===== config.mk =====
export PLATFORM = sky130hd
export DESIGN_NAME = cv32e40p_tmr_fault_manager_flat
export DESIGN_NICKNAME = d
export VERILOG_FILES = /design/src/rtl/cv32e40p_tmr_fault_manager_if.sv /design/src/rtl/cv32e40p_tmr_fault_manager.sv /design/src/flat_wrapper.sv
export SDC_FILE = /design/constraint.sdc
export NUM_CORES = 1
export LEC_CHECK = 0
export BUFFER_PORTS_ARGS = -buffer_cell sky130_fd_sc_hd__buf_2
export CAP_MARGIN = 20
export CELL_PAD_IN_SITES_DETAIL_PLACEMENT = 0
export CELL_PAD_IN_SITES_GLOBAL_PLACEMENT = 1
export CORE_UTILIZATION = 25
export CTS_CLUSTER_SIZE = 10
export DETAILED_ROUTE_END_ITERATION = 10
export GPL_ROUTABILITY_DRIVEN = 0
export HOLD_SLACK_MARGIN = 0.06
export PLACE_DENSITY_LB_ADDON = 0.1
export SLEW_MARGIN = 10
export SYNTH_ARGS = -nofsm -noshare
export SYNTH_HDL_FRONTEND = slang
export SYNTH_SLANG_ARGS = --single-unit

===== constraint.sdc =====
create_clock -name clk -period 3.1 [get_ports clk]
set_input_delay 0.465 -clock clk [delete_from_list [all_inputs] [get_ports clk]]
set_output_delay 0.465 -clock clk [all_outputs]
set_load 0.005 [all_outputs]

===== src/rtl/cv32e40p_tmr_fault_manager_if.sv =====
// Signal bundle between the TMR voter/pipeline side and the fault manager.
// The master drives the mismatch flags and swap handshake; the slave is the manager.
interface cv32e40p_tmr_fault_manager_if;
  logic       err_valid_i;
  logic [2:0] err_pos_i;
  logic       clear_i;
  logic       swap_ack_i;
  logic       swap_req_o;
  logic [2:0] spare_sel_o;
  logic [2:0] faulted_o;
  logic       fatal_o;
  logic [1:0] state_o;

  modport master (
    output err_valid_i, err_pos_i, clear_i, swap_ack_i,
    input  swap_req_o, spare_sel_o, faulted_o, fatal_o, state_o
  );

  modport slave (
    input  err_valid_i, err_pos_i, clear_i, swap_ack_i,
    output swap_req_o, spare_sel_o, faulted_o, fatal_o, state_o
  );
endinterface


===== src/rtl/cv32e40p_tmr_fault_manager.sv =====
// Counts persistent voter disagreements per ALU replica and retires a faulty
// position to the single spare after a quiescence handshake with the pipeline.
module cv32e40p_tmr_fault_manager #(
  parameter int THRESHOLD = 2,
  parameter int CNT_W     = 16,
  parameter int DECAY_WIN = 8
) (
  input  logic                          clk,
  input  logic                          rst_n,
  cv32e40p_tmr_fault_manager_if.slave   bus
);

  localparam logic [1:0] NORMAL    = 2'd0;
  localparam logic [1:0] SWAP_WAIT = 2'd1;
  localparam logic [1:0] SPARE     = 2'd2;
  localparam logic [1:0] FATAL     = 2'd3;

  localparam int             DW    = (DECAY_WIN < 2) ? 1 : $clog2(DECAY_WIN + 1);
  localparam logic [CNT_W-1:0] THR = CNT_W'(THRESHOLD);
  localparam logic [DW-1:0]  DLAST = DW'((DECAY_WIN > 0) ? DECAY_WIN - 1 : 0);

  logic [1:0]       state_q, state_d;
  logic [1:0]       victim_q, victim_d;
  logic [2:0]       sel_q, sel_d;
  logic [2:0]       faulted_q, faulted_d;
  logic             req_q, req_d;
  logic             fatal_q, fatal_d;
  logic [CNT_W-1:0] cnt_q [3];
  logic [CNT_W-1:0] cnt_d [3];
  logic [CNT_W-1:0] cnt_inc [3];
  logic [DW-1:0]    dcnt_q, dcnt_d;

  logic             count_en;
  logic [2:0]       hit;
  logic [2:0]       victim_oh;
  logic [1:0]       n_hits;
  logic [1:0]       hit_idx;

  // A hit is a saturating increment that lands on THRESHOLD in this very edge.
  always_comb begin
    count_en = bus.err_valid_i && (state_q != FATAL) && !bus.clear_i;
    for (int i = 0; i < 3; i++) begin
      cnt_inc[i] = (cnt_q[i] == THR) ? THR : cnt_q[i] + CNT_W'(1);
      hit[i]     = count_en && bus.err_pos_i[i] && (cnt_inc[i] == THR);
    end
    n_hits    = 2'(hit[0]) + 2'(hit[1]) + 2'(hit[2]);
    hit_idx   = hit[0] ? 2'd0 : (hit[1] ? 2'd1 : 2'd2);
    victim_oh = 3'b001 << victim_q;
  end

  always_comb begin
    state_d   = state_q;
    victim_d  = victim_q;
    sel_d     = sel_q;
    faulted_d = faulted_q;
    req_d     = req_q;
    cnt_d     = cnt_q;
    dcnt_d    = dcnt_q;

    if (bus.clear_i) begin
      for (int i = 0; i < 3; i++) cnt_d[i] = '0;
      dcnt_d = '0;
    end else if (count_en) begin
      for (int i = 0; i < 3; i++) begin
        if (bus.err_pos_i[i]) cnt_d[i] = cnt_inc[i];
      end
      if (bus.err_pos_i != 3'b000) begin
        dcnt_d = '0;
      end else if (DECAY_WIN != 0) begin
        if (dcnt_q == DLAST) begin
          // A waiting victim keeps its saturated count until the swap lands.
          for (int i = 0; i < 3; i++) begin
            if (!(state_q == SWAP_WAIT && 2'(i) == victim_q)) cnt_d[i] = '0;
          end
          dcnt_d = '0;
        end else begin
          dcnt_d = dcnt_q + DW'(1);
        end
      end
    end

    case (state_q)
      NORMAL: begin
        if (n_hits >= 2'd2) begin
          state_d = FATAL;
        end else if (hit != 3'b000) begin
          state_d  = SWAP_WAIT;
          victim_d = hit_idx;
          req_d    = 1'b1;
        end
      end
      SWAP_WAIT: begin
        if ((hit & ~victim_oh) != 3'b000) begin
          state_d = FATAL;
          req_d   = 1'b0;
        end else if (bus.swap_ack_i) begin
          state_d          = SPARE;
          sel_d            = sel_q | victim_oh;
          faulted_d        = faulted_q | victim_oh;
          cnt_d[victim_q]  = '0;
          dcnt_d           = '0;
          req_d            = 1'b0;
        end
      end
      SPARE: begin
        if (hit != 3'b000) state_d = FATAL;
      end
      default: begin
        req_d = 1'b0;
      end
    endcase

    fatal_d = (state_d == FATAL);
  end

  always_ff @(posedge clk or negedge rst_n) begin
    if (!rst_n) begin
      state_q   <= NORMAL;
      victim_q  <= 2'd0;
      sel_q     <= 3'b000;
      faulted_q <= 3'b000;
      req_q     <= 1'b0;
      fatal_q   <= 1'b0;
      dcnt_q    <= '0;
      for (int i = 0; i < 3; i++) cnt_q[i] <= '0;
    end else begin
      state_q   <= state_d;
      victim_q  <= victim_d;
      sel_q     <= sel_d;
      faulted_q <= faulted_d;
      req_q     <= req_d;
      fatal_q   <= fatal_d;
      dcnt_q    <= dcnt_d;
      for (int i = 0; i < 3; i++) cnt_q[i] <= cnt_d[i];
    end
  end

  assign bus.swap_req_o  = req_q;
  assign bus.spare_sel_o = sel_q;
  assign bus.faulted_o   = faulted_q;
  assign bus.fatal_o     = fatal_q;
  assign bus.state_o     = state_q;

endmodule


===== src/flat_wrapper.sv =====
// flat-port wrapper written by rule: the top's interface ports become plain ports
module cv32e40p_tmr_fault_manager_flat 
#(
  parameter int THRESHOLD = 2,
  parameter int CNT_W     = 16,
  parameter int DECAY_WIN = 8
)
  (clk, rst_n, bus_err_valid_i, bus_err_pos_i, bus_clear_i, bus_swap_ack_i, bus_swap_req_o, bus_spare_sel_o, bus_faulted_o, bus_fatal_o, bus_state_o);
  cv32e40p_tmr_fault_manager_if bus_i ();
  input  logic clk;
  input  logic rst_n;
  input wire logic [$bits(bus_i.err_valid_i)-1:0] bus_err_valid_i;
  input wire logic [$bits(bus_i.err_pos_i)-1:0] bus_err_pos_i;
  input wire logic [$bits(bus_i.clear_i)-1:0] bus_clear_i;
  input wire logic [$bits(bus_i.swap_ack_i)-1:0] bus_swap_ack_i;
  output wire logic [$bits(bus_i.swap_req_o)-1:0] bus_swap_req_o;
  output wire logic [$bits(bus_i.spare_sel_o)-1:0] bus_spare_sel_o;
  output wire logic [$bits(bus_i.faulted_o)-1:0] bus_faulted_o;
  output wire logic [$bits(bus_i.fatal_o)-1:0] bus_fatal_o;
  output wire logic [$bits(bus_i.state_o)-1:0] bus_state_o;
  assign bus_i.err_valid_i = bus_err_valid_i;
  assign bus_i.err_pos_i = bus_err_pos_i;
  assign bus_i.clear_i = bus_clear_i;
  assign bus_i.swap_ack_i = bus_swap_ack_i;
  assign bus_swap_req_o = bus_i.swap_req_o;
  assign bus_spare_sel_o = bus_i.spare_sel_o;
  assign bus_faulted_o = bus_i.faulted_o;
  assign bus_fatal_o = bus_i.fatal_o;
  assign bus_state_o = bus_i.state_o;
  cv32e40p_tmr_fault_manager #(.THRESHOLD(THRESHOLD), .CNT_W(CNT_W), .DECAY_WIN(DECAY_WIN)) u_core (.clk(clk), .rst_n(rst_n), .bus(bus_i));
endmodule

==> summary.md, run 1 <==
| Metric | Value |
|---|---|
| Outcome | `finished with violations` |
| Failing checks | `DRC` |
| Synth async-reset ratio | `100%` |
| Total Nets Final | `660` |
| Htree depth | `3` |
| Syn Inst Count | `579` |
| Reg2reg start | `u_core.cnt_q[0]` |
| Ys Warns | `0` |
| P_leak | `2.41 nW` |
| # hold bufs at CTS | `0` |
| Clock transition at path regs | `0.06 ns` |
| # DRC | `5` |
| Post-Synth Adder-Cell Area | `2.16%` |
| Compound-gate portion of the synthesized area | `20.8%` |
| Final Max Tran Viols | `0` |
| Max VDD drop | `0.266 mV` |
| Critical Path End Type | `flip-flop` |
| Starting Density | `25.6%` |
| Tot Pwr | `2.66 mW` |
| Main combinational cell family by area after synthesis | `simple AND/OR/NAND/NOR gates` |
| IO buf count | `17` |
| Synth Area in XOR/XNOR | `4.73%` |
| Routed len/inst | `17.3 um` |
| Share of layout cells above drive strength 1 | `23.0%` |
| Rel. slew slack | `41.3%` |
| Comb pwr share | `23.8%` |
| Post-synthesis mux area share | `1.16%` |
| Switch share | `32.2%` |
| Netlist cell types | `67` |
| Reg2Reg Depth | `10` |
| Vias | `4670` |
| Hold Crit Class | `primary input to asynchronous set/reset pin` |
| Post-DP HPWL | `11200 um` |
| Worst-Margin Slew | `0.881 ns` |
| Final wirelength | `15200 um` |
| DR iter-0 viols | `275` |
| Syn_area_per_cell | `8.00 um^2` |
| Reg2Reg Capture Point | `u_core.cnt_q[17]` |
| CTS root buffer | `clkbuf_16` |
| Crit Path Class | `flip-flop to flip-flop` |
| NetSw | `856 uW` |
| Diodes inserted | `0` |
| Rows | `49` |
| TritonCTS clock tree | `built` |
| Post-synthesis net count | `595` |
| Max Cap Viol | `0` |
| # setup viols final | `0` |
| Largest net degree at the start of global routing | `65` |
| Clk_lat worst skew | `0.35 ns` |
| Sequential power share | `36.4%` |
| Critical Path AT | `3.20 ns` |
| Number of vias per cell | `5.32` |
| Min Tclk post-route | `2.96 ns` |
| Synthesized cell area | `4630 um^2` |
| Worst Path Max Fanout | `6` |
| F_max | `0.338 GHz` |
| Final Hold Viols | `0` |
| Die extent in y | `138 um` |
| Simple-gate share of the synthesized area | `31.4%` |
| Fin crit share | `95.3%` |
| Pwr Density | `456 nW/um^2` |
| Initial DRT Pass Iterations | `7` |
| Antenna Violating Nets Remaining | `0` |
| Vias in the first global route | `4643` |
| First-pass GRT wire length | `25000 um` |
| Design area | `5820 um^2` |
| Boundary Pins | `18` |
| # clock sinks | `64` |
| Die W | `138 um` |
| Total global routing track utilization | `16.5%` |
| DP Area | `5400 um^2` |
| Die ar. | `19100 um^2` |
| Core ar. | `18100 um^2` |
| Main synth FF type | `dfrtp_1` |
| Critical path launch point type | `flip-flop` |
| Maximum clock path buffer count | `2` |
| Worst R2R Setup Slack | `0.14 ns` |
| CTS Buf Count | `9` |
| Area delta synth->final | `25.7%` |
| Antenna violations before repair | `0` |
| Seq/Total Area, Yosys | `34.6%` |
| Fill count | `1885` |
| Clock power frac | `39.8%` |
| Cell Int Power | `1.80 mW` |
| Worst Path Required | `3.35 ns` |
| Clk_skew | `0.00725 ns` |
| #FFs+latches synth | `64` |
| GRT Residual Overflow | `0` |
| Number of flops mapped to enable cells by yosys | `0` |
## power groups by stage
| stage | registers [mW] | clock network [mW] | logic [mW] |
|---|---|---|---|
| 6_report | 0.968 | 1.06 | 0.632 |
| 4_1_cts | 0.967 | 1.10 | 0.624 |
| 3_5_place_dp | 0.981 | 0 | 0.620 |
| 2_1_floorplan | 0.979 | 0 | 0.343 |
| 3_3_place_gp | 0.980 | 0 | 0.624 |
| 5_1_grt | 0.981 | 1.12 | 0.704 |
## flip-flops by register name, summed over array words and instances, names as in the netlist
register / count
u_core.dcnt_q: 4
u_core.bus.spare_sel_o: 3
u_core.bus.state_o: 2
u_core.bus.fatal_o: 1
u_core.victim_q: 2
u_core.bus.swap_req_o: 1
u_core.cnt_q: 48
u_core.bus.faulted_o: 3
## how the worst max path moves through the flow
stage	startpoint	endpoint	slack (ns)	depth (start not counted)
5_1_grt	u_core.cnt_q[0]	u_core.bus.swap_req_o	-0.03	13
3_3_place_gp	u_core.cnt_q[32]	u_core.bus.swap_req_o	-0.14	12
4_1_cts	u_core.cnt_q[32]	u_core.bus.swap_req_o	0.06	13
3_5_place_dp	u_core.cnt_q[32]	u_core.bus.swap_req_o	-0.17	12
6_report	u_core.cnt_q[0]	u_core.cnt_q[17]	0.14	10
2_1_floorplan	u_core.cnt_q[33]	u_core.bus.swap_req_o	0.009	12
## repair_timing
item / in CTS / in global routing
endpoints found under the setup margin: 5 / 32
buffers inserted: 1 / 2
pin swaps: 1 / 1
resized for setup: 2 / 19
gates cloned: 0 / 0
## critical path, cell delays in order (launching register included)
cell,delay (ns)
dfrtp_1,0.38
ha_1,0.22
buf_4,0.16
and3_1,0.22
a311oi_1,0.27
a41oi_1,0.08
or4_4,0.55
or2_4,0.30
a31o_1,0.20
a21o_4,0.23
a311oi_2,0.25
## final cells by class
cell class              count  area [um^2]  share of cell area (%)
clock inverters             5         56.3                   0.967
well taps                 229          287                    4.92
inverters                  14         52.6                   0.902
repair buffers             98          696                    11.9
flip-flops and latches     64         1600                    27.5
clock buffers              11          243                    4.17
multi-input cells         457         2890                    49.6
## kinds of logic after synthesis
kind of cell | count (synthesis)
AND/OR/NAND/NOR | 267
AO/OA/AOI/OAI | 152
flip-flops | 64
buffers and inverters | 58
XOR/XNOR | 25
adder cells (fa/ha/maj) | 8
multiplexers | 5
## stage by stage
stage	TNS, ns	hold slack [ns]	setup slack [ns]	std cells	utilization [%]
5_1_grt	-0.112	0.336	-0.0289	878	32.2
3_5_place_dp	-0.531	0.443	-0.168	859	29.9
6_report	0	0.231	0.145	878	32.2
3_3_place_gp	-0.433	0.434	-0.142	859	29.9
4_1_cts	0	0.281	0.0570	876	31.6
2_1_floorplan	0	0.169	0.00937	579	-
## synthesized netlist by cell type, drive strengths merged, types with 4 or more instances
| cell | number | area (um^2) |
|---|---|---|
| a21boi | 4 | 30.0 |
| or3 | 16 | 100 |
| nor4 | 15 | 100 |
| ha | 8 | 100 |
| nand4 | 22 | 138 |
| a311oi | 5 | 50.0 |
| and2 | 4 | 25.0 |
| nor4b | 6 | 52.6 |
| o21ai | 38 | 190 |
| a22oi | 4 | 30.0 |
| xnor2 | 15 | 131 |
| or4 | 7 | 56.3 |
| a21o | 6 | 52.6 |
| a31oi | 8 | 50.1 |
| a21oi | 48 | 240 |
| xor2 | 10 | 87.6 |
| nand4b | 5 | 43.8 |
| and3 | 10 | 62.6 |
| inv | 14 | 52.6 |
| clkbuf | 30 | 114 |
| dfrtp | 64 | 1600 |
| a211oi | 8 | 60.1 |
| buf | 14 | 76.3 |
| o2111ai | 4 | 35.0 |
| nand2 | 31 | 116 |
| and4 | 6 | 52.6 |
| nand3b | 4 | 30.0 |
| nor3 | 23 | 120 |
| nand3 | 27 | 140 |
| nor2b | 6 | 37.5 |
| or2 | 7 | 46.3 |
| nor2 | 69 | 259 |
## placed cells by master (no fill, tap or decap), types with 19 or more instances in the layout
cell type and count:
nor2_1 69, buf_4 82, nand4_1 22, nand3_1 26, dfrtp_1 64, nor3_1 19, o21ai_0 33, nand2_1 31
a21oi_1 47
## metal layers
layer,track usage (%),vias to the layer above,part of all wire [%]
met4,5.44,0,1.2
met5,0,-,0
met2,27.2,78,47
li1,-,2278,-
met3,2.70,11,3.1
met1,22.0,2303,49
Power figures use the tool's default switching activity.
==> inputs of run 2 (changes only) <==
GPL_TIMING_DRIVEN = 0   (was default)
==> summary.md, run 2 (synthesis gave the netlist of run 1 again) <==
| Metric | Value |
|---|---|
| Outcome | `finished with violations` |
| Failing checks | `DRC` |
| Vias | `4572` |
| P_leak | `2.26 nW` |
| Critical Path End Type | `flip-flop` |
| Maximum clock path buffer count | `2` |
| Pre-CTS WS | `-1.06 ns` |
| Final Hold Viols | `0` |
| Critical Path AT | `3.25 ns` |
| Worst setup margin | `0.134 ns` |
| Die W | `138 um` |
| Design area | `5760 um^2` |
| Pwr Density | `481 nW/um^2` |
| Largest net degree at the start of global routing | `42` |
| Boundary Pins | `18` |
| Worst Path Max Fanout | `8` |
| Die extent in y | `138 um` |
| Worst-Margin Slew | `0.887 ns` |
| Max reg flops | `48` |
| Reg2reg start | `u_core.cnt_q[32]` |
| Final Max Tran Viols | `0` |
| Rel. slew slack | `40.2%` |
| Crit path launch | `u_core.cnt_q[32]` |
| Tot Pwr | `2.77 mW` |
| Reg2Reg Capture Point | `u_core.victim_q[1]` |
| CTS Buf Count | `9` |
| Initial DRT Pass Iterations | `8` |
| Number of vias per cell | `5.37` |
| Slowest cell on crit path | `a2111oi_4` |
| First-pass GRT wire length | `24400 um` |
| Worst-path cell chain | `clkbuf_4 > nand2_2 > or3_4 > nor3_2 > xnor2_2 > nand2_1 > a2111oi_4 > ha_1 > inv_1 > o21ai_4 > o21ai_0 > o21a_1` |
| # setup viols final | `0` |
| Final wirelength | `15000 um` |
| Fin Setup TNS | `0 ns` |
| Total global routing track utilization | `16.2%` |
| Vias in the first global route | `4395` |
| Clk_skew | `0.00844 ns` |
| Commonest non-fill, non-tap cell in the layout | `nor2_1` |
| CP peak stage delay | `0.42 ns` |
| TritonCTS clock tree | `built` |
| Finished Core Util | `31.8%` |
| GRT Residual Overflow | `0` |
| Core ar. | `18100 um^2` |
| Crit path to | `u_core.victim_q[1]` |
| IO buf count | `17` |
| Area delta synth->final | `24.3%` |
| Htree depth | `3` |
| Reg2Reg Depth | `12` |
| Rows | `49` |
| Hold path start | `u_core.bus.faulted_o[1]` |
| Total Nets Final | `633` |
| Clk_lat worst skew | `0.35 ns` |
| # DRC | `4` |
| Fin crit share | `95.7%` |
| Largest Register | `u_core.cnt_q` |
| Commonest non-fill, non-tap cells in the layout | `nor2_1, dfrtp_1, a21oi_1` |
| Worst R2R Setup Slack | `0.13 ns` |
| Antenna Violating Nets Remaining | `0` |
| # clock sinks | `64` |
| Hold Crit Class | `flip-flop to flip-flop` |
| Crit Path Class | `flip-flop to flip-flop` |
| Diodes inserted | `0` |
| F_max | `0.337 GHz` |
| Max VDD drop | `0.257 mV` |
| Clock transition at path regs | `0.06 ns` |
| Max Cap Viol | `0` |
| Critical path launch point type | `flip-flop` |
| Min Tclk post-route | `2.97 ns` |
| Share of layout cells above drive strength 1 | `21.9%` |
| Largest regs | `u_core.cnt_q x48, u_core.dcnt_q x4` |
| DR iter-0 viols | `337` |
| Routed len/inst | `17.6 um` |
| CTS root buffer | `clkbuf_16` |
| Die ar. | `19100 um^2` |
| Post-DP HPWL | `10700 um` |
| DP Area | `5040 um^2` |
| Starting Density | `25.6%` |
| Worst Path Required | `3.39 ns` |
| Antenna violations before repair | `0` |
==> run 2: cell count changes in the layout (fill, tap and decap cells not counted), moves of 3 or more <==
cell / delta
buf_2: +11
buf_4: -62
clkbuf_1: +13
clkbuf_2: +3
clkbuf_4: +5
dfrtp_1: -8
dfrtp_2: +8
ha_4: +3
nand3_1: -4
==> run 2: critical path: cells and delay by family, from the launching register on <==
kind	cells	cell delay (ns)
simple gates	4	0.89
compound gates	4	0.84
flops	1	0.39
buf+inv	2	0.30
fa+ha+maj	1	0.30
xor+xnor	1	0.18
==> run 2: per-stage QoR <==
step	cells	hold WS, ns
floorplan	579	0.169
global placement	825	0.433
detailed placement	826	0.413
CTS	838	0.439
global route	851	0.466
finish	851	0.449
==> run 2: cell type report <==
class / count / area, um^2
fill: 1899 / 12300
buffer: 34 / 175
inverter: 14 / 52.6
clock inverter: 5 / 78.8
sequential: 64 / 1610
timing repair buffer: 37 / 260
tap: 229 / 287
clock buffer: 11 / 243
multi-input combinational: 457 / 3050
==> run 2: power breakdown <==
group	total [mW]	internal, mW	leakage, nW	switching (mW)
clock	1.15	0.727	0.160	0.423
sequential	0.983	0.909	0.859	0.0736
combinational	0.636	0.247	1.24	0.389
==> run 2: what timing repair did <==
| action | CTS | global route |
|---|---|---|
| hold buffers | 1 | 0 |
| endpoints found under the setup margin | 64 | 50 |
| pin swaps | 3 | 14 |
| buffers inserted | 3 | 15 |
| hold endpoints to repair | 23 | 0 |
| resized for setup | 32 | 44 |
==> run 2: worst min-delay path by stage <==
stage	endpoint	slack (ns)	depth (start not counted)
6_report	u_core.bus.faulted_o[1]	0.45	1
5_1_grt	u_core.bus.spare_sel_o[1]	0.47	1
4_1_cts	u_core.bus.state_o[1]	0.44	2
3_5_place_dp	u_core.cnt_q[43]	0.41	1
3_3_place_gp	u_core.bus.spare_sel_o[1]	0.43	1
2_1_floorplan	u_core.bus.fatal_o	0.17	0
==> run 2: layer usage <==
metal | global-route usage (%) | vias to the layer above | share of wire, %
met5 | 0 | - | 0
met4 | 5.68 | 0 | 1.8
met3 | 3.26 | 23 | 3.0
met2 | 25.6 | 92 | 47
met1 | 21.9 | 2230 | 48
li1 | - | 2227 | -
==> inputs of run 3 (changes only) <==
PLACE_DENSITY_LB_ADDON = 0.15   (was 0.1)
==> summary.md, run 3 (synthesis gave the netlist of run 1 again) <==
| Metric | Value |
|---|---|
| Clk_skew | `0.00941 ns` |
| Clk_lat worst skew | `0.35 ns` |
| Failing checks | `DRC` |
| Die W | `138 um` |
| Slowest cell on crit path | `or4_4` |
| Fin crit share | `95.9%` |
| Htree depth | `3` |
| Vias in the first global route | `4477` |
| F_max | `0.336 GHz` |
| Routed len/inst | `17.3 um` |
| # clock sinks | `64` |
| Worst R2R Setup Slack | `0.13 ns` |
| CTS root buffer | `clkbuf_16` |
| Number of vias per cell | `5.41` |
| Met3 routed WL | `367 um` |
| Antenna Violating Nets Remaining | `0` |
| Max VDD drop | `0.271 mV` |
| Total Nets Final | `627` |
| P_leak | `2.21 nW` |
| Critical path launch point type | `flip-flop` |
| # DRC | `2` |
| Worst-path cell chain | `ha_4 > nand3_4 > or4_4 > xor2_1 > nand3_1 > or3b_2 > a21oi_2 > ha_1 > inv_1 > o21ai_4 > o22ai_1 > a21o_1` |
| First-pass GRT wire length | `24000 um` |
| RSZ-0062 raised after global routing | `true` |
| Die ar. | `19100 um^2` |
| Outcome | `finished with violations` |
| Hold Crit Depth | `1` |
| Reg2reg start | `u_core.cnt_q[1]` |
| Maximum clock path buffer count | `2` |
| Diodes inserted | `0` |
| Worst-Margin Slew | `0.809 ns` |
| Largest regs | `u_core.cnt_q x48, u_core.dcnt_q x4` |
| Starting Density | `25.6%` |
| Worst Path Max Fanout | `7` |
| GRT Residual Overflow | `0` |
| Finished Core Util | `31.1%` |
| Core ar. | `18100 um^2` |
| Share of layout cells above drive strength 1 | `20.0%` |
| Hold Crit Class | `flip-flop to flip-flop` |
| Fill count | `1946` |
| Reg2Reg Depth | `12` |
| IO buf count | `17` |
| Crit path buf inv count | `1` |
| Commonest non-fill, non-tap cell in the layout | `nor2_1` |
| Hold worst-path end | `u_core.bus.spare_sel_o[1]` |
| Antenna violations before repair | `0` |
| Post-DP HPWL | `10400 um` |
| # setup viols final | `0` |
| Pwr Density | `469 nW/um^2` |
| Reg2Reg Capture Point | `u_core.bus.swap_req_o` |
| Hold path start | `u_core.bus.spare_sel_o[1]` |
| Area delta synth->final | `21.5%` |
| Largest net degree at the start of global routing | `38` |
| Clock transition at path regs | `0.06 ns` |
| Die extent in y | `138 um` |
| Rows | `49` |
| Max reg flops | `48` |
| Register area | `1610 um^2` |
| Final wirelength | `14600 um` |
| Rel. slew slack | `45.5%` |
| CP peak stage delay | `0.58 ns` |
| Worst Path Required | `3.33 ns` |
| Crit Path Class | `flip-flop to flip-flop` |
| Critical path's top delay family | `simple AND/OR/NAND/NOR gates` |
| Max Cap Viol | `0` |
| Critical Path AT | `3.21 ns` |
| Initial DRT Pass Iterations | `7` |
| Final Max Tran Viols | `0` |
| Metal2 WL | `6900 um` |
| DR iter-0 viols | `287` |
| Multi-input gate area | `3020 um^2` |
| Total global routing track utilization | `15.8%` |
| Critical Path End Type | `flip-flop` |
| Met1 WL | `7060 um` |
| Commonest non-fill, non-tap cells in the layout | `nor2_1, dfrtp_1, a21oi_1` |
| TritonCTS clock tree | `built` |
| Min Tclk post-route | `2.97 ns` |
| Largest Register | `u_core.cnt_q` |
| Final Hold Viols | `0` |
| Top Layer Used | `met4` |
| Fin Setup TNS | `0 ns` |
| Vias | `4570` |
| Boundary Pins | `18` |
| CTS Buf Count | `9` |
[run 3: cell count changes in the layout (fill, tap and decap cells not counted), sizes merged]
cell,delta
bufinv,-1
clkbuf,-3
inv,-1
buf,-3
clkinv,+1
[run 3: repair_timing]
item,in CTS,in global routing
gates cloned,0,0
pin swaps,6,6
buffers inserted,6,6
hold buffers,1,0
endpoints found under the setup margin,64,56
gates resized for setup,34,31
endpoints found under the hold margin,3,0
[run 3: how the worst max path moves through the flow]
stage                           startpoint                     to  slack [ns]  cells after the start
after CTS                 u_core.cnt_q[36]     u_core.victim_q[0]       0.007                     12
after global routing      u_core.cnt_q[32]        u_core.cnt_q[1]       -0.05                     10
after floorplan           u_core.cnt_q[33]  u_core.bus.swap_req_o       0.009                     12
after global placement    u_core.cnt_q[33]  u_core.bus.swap_req_o       -1.01                     12
final                      u_core.cnt_q[1]  u_core.bus.swap_req_o        0.13                     12
after detailed placement  u_core.cnt_q[33]  u_core.bus.swap_req_o       -1.05                     12
[run 3: power breakdown]
| part | switching (mW) | leakage (nW) | internal [mW] |
|---|---|---|---|
| Clock | 0.404 | 0.145 | 0.636 |
| Sequential | 0.0766 | 0.864 | 0.909 |
| Combinational | 0.385 | 1.20 | 0.231 |
| Total | 0.865 | 2.21 | 1.78 |
[run 3: worst reg2reg max path, cell delays in order, from the launching register on]
cell and delay, ns:
dfrtp_2 0.41, ha_4 0.20, nand3_4 0.12, or4_4 0.58, xor2_1 0.14, nand3_1 0.08
or3b_2 0.49, a21oi_2 0.17, ha_1 0.13, inv_1 0.05, o21ai_4 0.21, o22ai_1 0.10
a21o_1 0.16
[run 3: layout make-up]
type                       instances  area share (%)
buffer                            34            2.96
clock buffer                      11            4.31
clock inverter                     4           0.800
inverter                          14           0.933
multi-input combinational        457            53.7
sequential                        64            28.6
tap                              229            5.09
timing repair buffer              31            3.69
[run 3: through the flow]
stage	cell area [um^2]	instances	setup WS, ns	hold WS [ns]	power, mW
floorplan	4630	579	0.00937	0.169	1.32
global placement	5010	825	-1.01	0.433	1.55
detailed placement	5030	826	-1.05	0.425	1.55
CTS	5490	842	0.00712	0.447	2.64
global route	5630	844	-0.0497	0.462	2.78
finish	5630	844	0.127	0.455	2.64
[run 3: per-layer routing]
layer	global-route usage, %	vias up
met5	0	-
met4	6.03	0
met3	2.39	16
met2	26.0	62
met1	20.9	2281
li1	-	2211
